### src/rtl/ind_to_bin_if.sv
// Scanned 7-segment indicator bus plus the decoded reading published back by the receiver.
// The indicator side is the master; the decoder is the slave.
interface ind_to_bin_if;
  logic        S1, S2, S3, S4;
  logic        DA, DB, DC, DD, DE, DF, DG;
  logic [13:0] value;
  logic        valid;
  logic        err;
  logic        lock;

  modport master (
    output S1, S2, S3, S4,
    output DA, DB, DC, DD, DE, DF, DG,
    input  value, valid, err, lock
  );

  modport slave (
    input  S1, S2, S3, S4,
    input  DA, DB, DC, DD, DE, DF, DG,
    output value, valid, err, lock
  );
endinterface

### src/rtl/ind_to_bin.sv
// Receive-side decoder for a 4-digit multiplexed 7-segment bus: samples the scan, decodes digits,
// converts complete frames to binary and publishes a reading after two identical frames.
module ind_to_bin #(
  parameter int   SETTLE  = 4,
  parameter int   TIMEOUT = 2**20,
  parameter logic SEL_ACT = 1'b1,
  parameter logic SEG_ACT = 1'b1
) (
  input  logic        tg,
  input  logic        rst,
  ind_to_bin_if.slave bus
);

  localparam int CW = $clog2(SETTLE + 1);
  localparam int TW = $clog2(TIMEOUT + 1);
  localparam logic [CW-1:0] CNT_MAX = CW'(SETTLE - 1);
  localparam logic [TW-1:0] TMO_MAX = TW'(TIMEOUT - 1);

  localparam logic [1:0] ST_IDLE  = 2'd0;
  localparam logic [1:0] ST_CONV  = 2'd1;
  localparam logic [1:0] ST_CHECK = 2'd2;

  logic [10:0]   raw;
  logic [10:0]   sync1;
  logic [10:0]   sync2;
  logic [3:0]    sel;
  logic [6:0]    seg;
  logic [3:0]    prev_sel;
  logic [6:0]    prev_seg;
  logic          sel_chg;
  logic          any_chg;
  logic          window;
  logic          captured;
  logic          captured_eff;
  logic          capture;
  logic [CW-1:0] cnt;
  logic [CW-1:0] cnt_next;
  logic [1:0]    slot;
  logic [4:0]    dec;

  logic [3:0]    digs [4];
  logic [3:0]    bads;
  logic [3:0]    next_digs [4];
  logic [3:0]    next_bads;
  logic [3:0]    mask;
  logic [3:0]    mask_base;
  logic [3:0]    mask_new;
  logic          frame_done;

  logic [TW-1:0] tcnt;
  logic          expire;

  logic [1:0]    state;
  logic [1:0]    step;
  logic [3:0]    snap_digs [4];
  logic [3:0]    snap_bads;
  logic [13:0]   acc;
  logic [13:0]   prev_val;
  logic          have_prev;
  logic          check_hit;

  logic [13:0]   value_q;
  logic          valid_q;
  logic          err_q;
  logic          lock_q;

  assign raw = {bus.S4, bus.S3, bus.S2, bus.S1,
                bus.DG, bus.DF, bus.DE, bus.DD, bus.DC, bus.DB, bus.DA};

  // Segment pattern (g..a) to {bad, digit}; an all-dark digit reads as a leading zero.
  function automatic logic [4:0] decode_seg(input logic [6:0] p);
    logic [4:0] r;
    case (p)
      7'b0111111: r = 5'h00;
      7'b0000110: r = 5'h01;
      7'b1011011: r = 5'h02;
      7'b1001111: r = 5'h03;
      7'b1100110: r = 5'h04;
      7'b1101101: r = 5'h05;
      7'b1111101: r = 5'h06;
      7'b0000111: r = 5'h07;
      7'b1111111: r = 5'h08;
      7'b1101111: r = 5'h09;
      7'b0000000: r = 5'h00;
      default:    r = 5'h10;
    endcase
    return r;
  endfunction

  always_ff @(posedge tg) begin
    if (rst) begin
      sync1 <= '0;
      sync2 <= '0;
    end else begin
      sync1 <= raw;
      sync2 <= sync1;
    end
  end

  assign sel     = sync2[10:7] ^ {4{~SEL_ACT}};
  assign seg     = sync2[6:0]  ^ {7{~SEG_ACT}};
  assign sel_chg = (sel != prev_sel);
  assign any_chg = sel_chg | (seg != prev_seg);
  assign window  = $onehot(sel);

  // Capture fires on the edge the settle count reaches its limit, once per select window.
  always_comb begin
    cnt_next = cnt;
    if (any_chg)
      cnt_next = '0;
    else if (cnt != CNT_MAX)
      cnt_next = cnt + 1'b1;
  end

  assign captured_eff = sel_chg ? 1'b0 : captured;
  assign capture      = window & ~captured_eff & (cnt_next == CNT_MAX);
  assign dec          = decode_seg(seg);
  assign expire       = (tcnt == TMO_MAX);

  always_comb begin
    slot = 2'd0;
    if (sel[1]) slot = 2'd1;
    if (sel[2]) slot = 2'd2;
    if (sel[3]) slot = 2'd3;
  end

  always_comb begin
    for (int i = 0; i < 4; i++) begin
      next_digs[i] = digs[i];
      next_bads[i] = bads[i];
      if (capture && (slot == 2'(i))) begin
        next_digs[i] = dec[3:0];
        next_bads[i] = dec[4];
      end
    end
  end

  // An expiring timeout empties the mask before a simultaneous capture adds its bit.
  assign mask_base  = expire ? 4'b0000 : mask;
  assign mask_new   = mask_base | sel;
  assign frame_done = capture & (mask_new == 4'b1111);

  assign check_hit = (state == ST_CHECK) && (snap_bads == 4'b0000) &&
                     have_prev && (acc == prev_val);

  always_ff @(posedge tg) begin
    if (rst) begin
      prev_sel <= '0;
      prev_seg <= '0;
      cnt      <= '0;
      captured <= 1'b0;
      mask     <= '0;
      bads     <= '0;
      for (int i = 0; i < 4; i++)
        digs[i] <= '0;
    end else begin
      prev_sel <= sel;
      prev_seg <= seg;
      cnt      <= cnt_next;
      captured <= captured_eff | capture;
      if (capture) begin
        bads <= next_bads;
        for (int i = 0; i < 4; i++)
          digs[i] <= next_digs[i];
      end
      if (frame_done)
        mask <= 4'b0000;
      else if (capture)
        mask <= mask_new;
      else if (expire)
        mask <= 4'b0000;
    end
  end

  // Conversion, frame comparison, publication and loss-of-lock supervision.
  always_ff @(posedge tg) begin
    if (rst) begin
      state     <= ST_IDLE;
      step      <= '0;
      acc       <= '0;
      prev_val  <= '0;
      have_prev <= 1'b0;
      snap_bads <= '0;
      for (int i = 0; i < 4; i++)
        snap_digs[i] <= '0;
      tcnt      <= '0;
      value_q   <= '0;
      valid_q   <= 1'b0;
      err_q     <= 1'b0;
      lock_q    <= 1'b0;
    end else begin
      valid_q <= 1'b0;
      err_q   <= 1'b0;

      if (capture || expire || check_hit)
        tcnt <= '0;
      else
        tcnt <= tcnt + 1'b1;

      case (state)
        ST_IDLE: begin
          if (frame_done) begin
            snap_bads <= next_bads;
            for (int i = 0; i < 4; i++)
              snap_digs[i] <= next_digs[i];
            acc   <= '0;
            step  <= '0;
            state <= ST_CONV;
          end
        end
        ST_CONV: begin
          acc  <= (acc << 3) + (acc << 1) + {10'd0, snap_digs[step]};
          step <= step + 1'b1;
          if (step == 2'd3)
            state <= ST_CHECK;
        end
        ST_CHECK: begin
          state <= ST_IDLE;
          if (snap_bads != 4'b0000) begin
            err_q     <= 1'b1;
            have_prev <= 1'b0;
            prev_val  <= '0;
          end else if (check_hit) begin
            value_q <= acc;
            valid_q <= 1'b1;
            lock_q  <= 1'b1;
          end else begin
            prev_val  <= acc;
            have_prev <= 1'b1;
          end
        end
        default: state <= ST_IDLE;
      endcase

      if (expire) begin
        lock_q    <= 1'b0;
        have_prev <= 1'b0;
      end
    end
  end

  assign bus.value = value_q;
  assign bus.valid = valid_q;
  assign bus.err   = err_q;
  assign bus.lock  = lock_q;

endmodule
### src/flat_wrapper.sv
// flat-port wrapper written by rule: the top's interface ports become plain ports
module ind_to_bin_flat 
#(
  parameter int   SETTLE  = 4,
  parameter int   TIMEOUT = 2**20,
  parameter logic SEL_ACT = 1'b1,
  parameter logic SEG_ACT = 1'b1
)
  (tg, rst, bus_S1, bus_S2, bus_S3, bus_S4, bus_DA, bus_DB, bus_DC, bus_DD, bus_DE, bus_DF, bus_DG, bus_value, bus_valid, bus_err, bus_lock);
  ind_to_bin_if bus_i ();
  input  logic tg;
  input  logic rst;
  input wire logic [$bits(bus_i.S1)-1:0] bus_S1;
  input wire logic [$bits(bus_i.S2)-1:0] bus_S2;
  input wire logic [$bits(bus_i.S3)-1:0] bus_S3;
  input wire logic [$bits(bus_i.S4)-1:0] bus_S4;
  input wire logic [$bits(bus_i.DA)-1:0] bus_DA;
  input wire logic [$bits(bus_i.DB)-1:0] bus_DB;
  input wire logic [$bits(bus_i.DC)-1:0] bus_DC;
  input wire logic [$bits(bus_i.DD)-1:0] bus_DD;
  input wire logic [$bits(bus_i.DE)-1:0] bus_DE;
  input wire logic [$bits(bus_i.DF)-1:0] bus_DF;
  input wire logic [$bits(bus_i.DG)-1:0] bus_DG;
  output wire logic [$bits(bus_i.value)-1:0] bus_value;
  output wire logic [$bits(bus_i.valid)-1:0] bus_valid;
  output wire logic [$bits(bus_i.err)-1:0] bus_err;
  output wire logic [$bits(bus_i.lock)-1:0] bus_lock;
  assign bus_i.S1 = bus_S1;
  assign bus_i.S2 = bus_S2;
  assign bus_i.S3 = bus_S3;
  assign bus_i.S4 = bus_S4;
  assign bus_i.DA = bus_DA;
  assign bus_i.DB = bus_DB;
  assign bus_i.DC = bus_DC;
  assign bus_i.DD = bus_DD;
  assign bus_i.DE = bus_DE;
  assign bus_i.DF = bus_DF;
  assign bus_i.DG = bus_DG;
  assign bus_value = bus_i.value;
  assign bus_valid = bus_i.valid;
  assign bus_err = bus_i.err;
  assign bus_lock = bus_i.lock;
  ind_to_bin #(.SETTLE(SETTLE), .TIMEOUT(TIMEOUT), .SEL_ACT(SEL_ACT), .SEG_ACT(SEG_ACT)) u_core (.tg(tg), .rst(rst), .bus(bus_i));
endmodule
### config.mk
export PLATFORM = sky130hd
export DESIGN_NAME = ind_to_bin_flat
export DESIGN_NICKNAME = d
export VERILOG_FILES = /design/src/rtl/ind_to_bin_if.sv /design/src/rtl/ind_to_bin.sv /design/src/flat_wrapper.sv
export SDC_FILE = /design/constraint.sdc
export NUM_CORES = 1
export LEC_CHECK = 0
export ABC_AREA = 0
export BUFFER_PORTS_ARGS = -buffer_cell sky130_fd_sc_hd__buf_2
export CAP_MARGIN = 20
export CORE_UTILIZATION = 37
export CTS_CLUSTER_DIAMETER = 60
export CTS_CLUSTER_SIZE = 20
export DETAILED_ROUTE_END_ITERATION = 16
export GPL_ROUTABILITY_DRIVEN = 1
export PLACE_DENSITY = 0.61
export REMOVE_ABC_BUFFERS = 1
export SLEW_MARGIN = 15
export SYNTH_ARGS = -nofsm -noshare
export SYNTH_HDL_FRONTEND = slang
export SYNTH_SLANG_ARGS = --single-unit
### constraint.sdc
create_clock -name tg -period 6.5 [get_ports tg]
set_input_delay 0.65 -clock tg [delete_from_list [all_inputs] [get_ports tg]]
set_output_delay 0.65 -clock tg [all_outputs]
set_load 0.01 [all_outputs]
# ---- Word level (Yosys, flattened, before mapping)
# Memories as Yosys holds them, arrays and structs flattened. A register that Yosys moved wholly into a read port is not among the register bits.
# Index checks and enable logic that the tools add are counted.
dict set report word_totals {
  ff_bits 120
  mem_bits_rw 32
  input_bits 13
  output_inout_bits 17
  elab_cells 148
  memories 2
}
dict set report op_classes {
  add_sub_neg 8
  n_eq_ne 27
  n_mux 49
  n_bitwise 17
  n_reduce_logical 26
}
# memory depth width rd rd_ports_with_merged_regs write_ports line
set mem_list {}
lappend mem_list {u_core.digs 4 4 4 0 4 ind_to_bin.sv:41} ;# logic [3:0] digs [4];
lappend mem_list {u_core.snap_digs 4 4 1 1 4 ind_to_bin.sv:55} ;# logic [3:0] snap_digs [4];
# cell count
set op_table {}
lappend op_table {{$mux W4} 14}
lappend op_table {{$pmux W5 S10} 1}
lappend op_table {{$eq A7 B7 Y1 const B} 7}
lappend op_table {{$mux W14} 3}
lappend op_table {{$pmux W14 S2} 1}
lappend op_table {{$add A21 B1 Y21 const B} 1}
lappend op_table {{$eq A21 B20 Y1 const B} 1}
lappend op_table {{$mux W1} 19}
lappend op_table {{$add A14 B14 Y14} 1}
lappend op_table {{$add A14 B4 Y14} 1}
lappend op_table {{$eq A14 B14 Y1} 1}
lappend op_table {{$eq A7 B3 Y1 const B} 2}
lappend op_table {{$mux W2} 7}
lappend op_table {{$or A1 B1 Y1} 10}
lappend op_table {{$reduce_or A2 Y1} 5}
lappend op_table {{$eq A2 B2 Y1 const B} 4}
lappend op_table {{$pmux W2 S2} 2}
lappend op_table {{$reduce_and A2 Y1} 4}
lappend op_table {{$eq A7 B6 Y1 const B} 1}
lappend op_table {{$logic_and A1 B1 Y1} 7}
lappend op_table {{$logic_not A7 Y1} 1}
lappend op_table {{$ne A7 B7 Y1} 1}
lappend op_table {{$mux W3} 2}
lappend op_table {{$add A1 B1 Y2} 2}
lappend op_table {{other kinds (21)} 29}

# ---- Depth between registers and ports, before layout
dict set report logic_depth {
  depth_word 11
  depth_mapped 13
}

# ---- Worst setup path after synthesis
# Ideal clock, no wire load.
dict set report synth_path {
  path_kind {register -> register}
  start {register u_core.sync2[9]}
  end {memory u_core.snap_digs[0][0], enable pin}
  setup_time_ps 375
  arrival_time_ps 2696
  required_ps 6125
  path_slack_ps 3429
  path_stages_with_launch 11
  path_buffers 1
  synth_period_minus_slack_ps 3071
  cell_sequence {dfxtp_1 > inv_1 > ha_1 > ha_1 > fa_1 > nand2b_1 > a311o_1 > a21oi_2 > nand4_1 > buf_2 > nand2b_1}
}
# item line
set synth_lines {}
lappend synth_lines {{from (decl)} ind_to_bin.sv:25} ;# logic [10:0] sync2;
lappend synth_lines {{from (signal assigned)} ind_to_bin.sv:96} ;# sync2 <= sync1;
lappend synth_lines {{to (decl)} ind_to_bin.sv:55}

==> summary.md <==
| Metric | Value |
|---|---|
| Cell Int Power | `1.55 mW` |
| Post-CTS Hold Buffers | `0` |
| Leading area contributor after synthesis | `dfxtp_1` |
| Sequential share of the synthesized area | `0.480` |
| End of the worst register-to-register path | `u_core.snap_digs[0][2]` |
| Crit-path max FO | `22` |
| PortBufs | `29` |
| Hold Crit Depth | `2` |
| Clock-pin slew on the worst setup and hold paths | `0.07 ns` |
| Pre-CTS WS | `2.25 ns` |
| Clk_skew | `0.0170 ns` |
| Reg area | `3400 um^2` |
| EDFF count, synth | `32` |
| CTS tree | `done` |
| # fillers | `1853` |
| Worst-margin pin slew | `1.03 ns` |
| Worst slew margin | `0.313` |
| Initial antenna violation count | `0` |
| Fraction of layout cells with a size suffix above 1 | `0.103` |
| Min-delay src | `bus_DF` |
| Req. time, crit path | `6.56 ns` |
| Ys async rst share | `0` |
| Post-route ant nets | `0` |
| Core footprint | `18800 um^2` |
| Worst Hold Path EP | `u_core.sync1[5]` |
| Setup bufs post-CTS | `0` |
| Final Worst Setup Slack | `2.24 ns` |
| CP bufs+invs | `1` |
| DRT Wirelength | `13.1 mm` |
| Delay-heaviest family, CP | `simple AND/OR/NAND/NOR gates` |
| P per Cell Area | `255 nW/um^2` |
| Worst reg2reg path depth | `9` |
| Routability cong. | `0.844` |
| Vias per std cell | `5.07` |
| # diodes | `0` |
| Worst vdd ir | `195 uV` |
| Top-count cell post-synth | `dfxtp_1` |
| Wire length per cell | `13.5 um` |
| Share of power burned in combinational logic | `0.031` |
| Vias | `4916` |
| Total track usage | `0.144` |
| Crit. Startpoint | `u_core.sync2[9]` |
| Initial Util | `0.378` |
| Die Span Y | `140 um` |
| Placed Area | `7340 um^2` |
| Worst hold-check path type | `in -> reg` |
| Net Switching | `0.466 mW` |
| WS Path Type | `reg -> reg` |
| LEAKAGE | `3.25 nW` |
| Net Sw Frac | `0.231` |
| Drt pass-1 iters | `4` |
| Io pins | `30` |
| Die W | `140 um` |
| Max Fclk | `0.235 GHz` |
| Synth warn | `0` |
| Clk_lat worst skew | `0.43 ns` |
| H-tree depth | `4` |
| # setup viols final | `0` |
| Area delta synth->final | `11.5%` |
| Post-synthesis cell area | `7090 um^2` |
| Synth top area cells | `dfxtp_1 (34%), edfxtp_1 (14%), xor2_1 (5.3%), ha_1 (5.1%), mux2i_1 (5.1%)` |
| First-pass GRT wire length | `22.8 mm` |
| Post-Synthesis Mean Instance Area | `9.95 um^2` |
| Setup slack, reg-to-reg | `2.24 ns` |
| Multi-input logic area | `3420 um^2` |
| Max Cap Viol | `0` |
| Vias in the first global route | `4819` |
| Seq pwr share | `0.497` |
| TritonCTS Buffers | `17` |
| Cell count after synthesis | `712` |
| Clock power share | `0.472` |
| Design Area, Final | `7900 um^2` |
| Root Driver | `clkbuf_16` |
| Tmin final | `4.26 ns` |
| Core Util, Final | `0.421` |
| CP Launch Type | `register` |
| Iteration-0 DRC Markers | `219` |
| Rows | `50` |
| Crit path arrival time | `4.32 ns` |
| Share of the synthesized area in the top cell type | `0.345` |
| Die area | `19700 um^2` |
| Max-slew violation count | `0` |
| Final Cycle Share | `0.655` |
| Detail Placement HPWL | `8.69 mm` |
| Critical Path End Type | `register` |
| Final setup TNS | `0 ns` |
| Largest net degree at the start of global routing | `68` |
| Final hold viol count | `0` |
| Final net count | `768` |
| CTS max path bufs | `2` |
| Post-CTS sizing | `0` |
| GRT overflow | `0` |
| Slowest CP cell | `nand2b_1` |
| # DRC | `0` |
| Synth Register Bits | `154` |
| RSZ-0062 raised after global routing | `false` |
| Top FF cell, synth | `dfxtp_1` |
| R2r startpoint | `u_core.sync2[9]` |
| Status | `completed` |
| Commonest cells post-synth | `dfxtp_1 (122), nor2_1 (85), xor2_1 (43)` |
| Worst path cell trace | `inv_1, ha_1, ha_1, fa_1, nand2b_1, a311o_1, a21oi_2, nand4_1, nand2b_1` |
| Synth unique cells | `61` |
| Critical path's largest stage delay | `0.94 ns` |
| TritonCTS Sinks | `154` |
-- worst max path at each step --
stage / to / slack [ns] / cells past startpoint
floorplan: u_core.snap_digs[0][0] / 3.04 / 9
global placement: u_core.snap_digs[0][3] / 2.28 / 9
detailed placement: u_core.snap_digs[1][3] / 2.25 / 9
CTS: u_core.snap_digs[0][2] / 2.22 / 9
global route: u_core.snap_digs[0][2] / 1.88 / 9
finish: u_core.snap_digs[0][2] / 2.24 / 9
-- metal layers --
metal | global-route usage | wire length [um]
met5 | 0 | 0
met4 | 0.0573 | 213
met3 | 0.0414 | 443
met2 | 0.236 | 5970
met1 | 0.179 | 6470
-- power groups by stage --
stage	Combinational, mW	Clock, mW	Sequential, mW
detailed placement	0.0628	0	1.02
finish	0.0624	0.951	1.00
CTS	0.0632	0.974	1.00
global route	0.0709	1.02	1.00
global placement	0.0624	0	1.02
floorplan	0.0394	0	1.02
-- cell type report --
type	count	area share
Inverter	15	0.00712
Clock inverter	14	0.0171
Tap cell	234	0.0370
Timing Repair Buffer	32	0.0215
Sequential cell	154	0.431
Multi-Input combinational cell	503	0.432
Clock buffer	18	0.0543
-- kinds of logic (layout without fill, tap and decap cells) --
group	after synthesis	after routing	share of synthesized area
multiplexers	41	41	0.0651
AO/OA/AOI/OAI	81	81	0.0726
AND/OR/NAND/NOR	298	298	0.221
flip-flops	154	154	0.480
buffers and inverters	55	79	0.0387
XOR/XNOR	51	51	0.0630
adder cells (fa/ha/maj)	32	32	0.0597
-- cells in the final DEF, fill, tap and decap left out, types with 3 or more instances in the layout --
| cell | n |
|---|---|
| a211oi_1 | 5 |
| a21o_1 | 4 |
| a21oi_1 | 35 |
| a22oi_1 | 4 |
| a31oi_1 | 8 |
| and2_1 | 3 |
| and3_1 | 6 |
| and4_1 | 5 |
| buf_2 | 28 |
| buf_4 | 4 |
| clkbuf_16 | 17 |
| clkinv_4 | 4 |
| dfxtp_1 | 122 |
| edfxtp_1 | 32 |
| fa_1 | 3 |
| ha_1 | 29 |
| inv_1 | 15 |
| inv_6 | 5 |
| mux2i_1 | 36 |
| mux4_2 | 4 |
| nand2_1 | 34 |
| nand2b_1 | 11 |
| nand3_1 | 42 |
| nand4_1 | 12 |
| nand4b_1 | 5 |
| nor2_1 | 85 |
| nor2b_1 | 37 |
| nor3_1 | 25 |
| nor3b_1 | 5 |
| nor4_1 | 6 |
| o211ai_1 | 3 |
| o21ai_0 | 6 |
| or2_2 | 4 |
| or3_1 | 3 |
| xnor2_1 | 8 |
| xor2_1 | 43 |
-- flip-flops by register name (all words and copies together), names as in the netlist, 11 cells and up, named ones only --
name	flops
u_core.snap_digs	16
u_core.digs	16
u_core.prev_val	14
u_core.sync2	11
u_core.tcnt	21
u_core.bus.value	14
u_core.sync1	11
u_core.acc	14
-- stage by stage --
| step | std cells | power (mW) | hold WS [ns] |
|---|---|---|---|
| after global placement | 938 | 1.09 | 0.416 |
| final | 970 | 2.02 | 0.424 |
| after CTS | 970 | 2.04 | 0.406 |
| after global routing | 970 | 2.09 | 0.413 |
| after detailed placement | 938 | 1.09 | 0.423 |
| after floorplan | 672 | 1.06 | 0.414 |
Note: power is estimated with default switching activity, not from simulation.
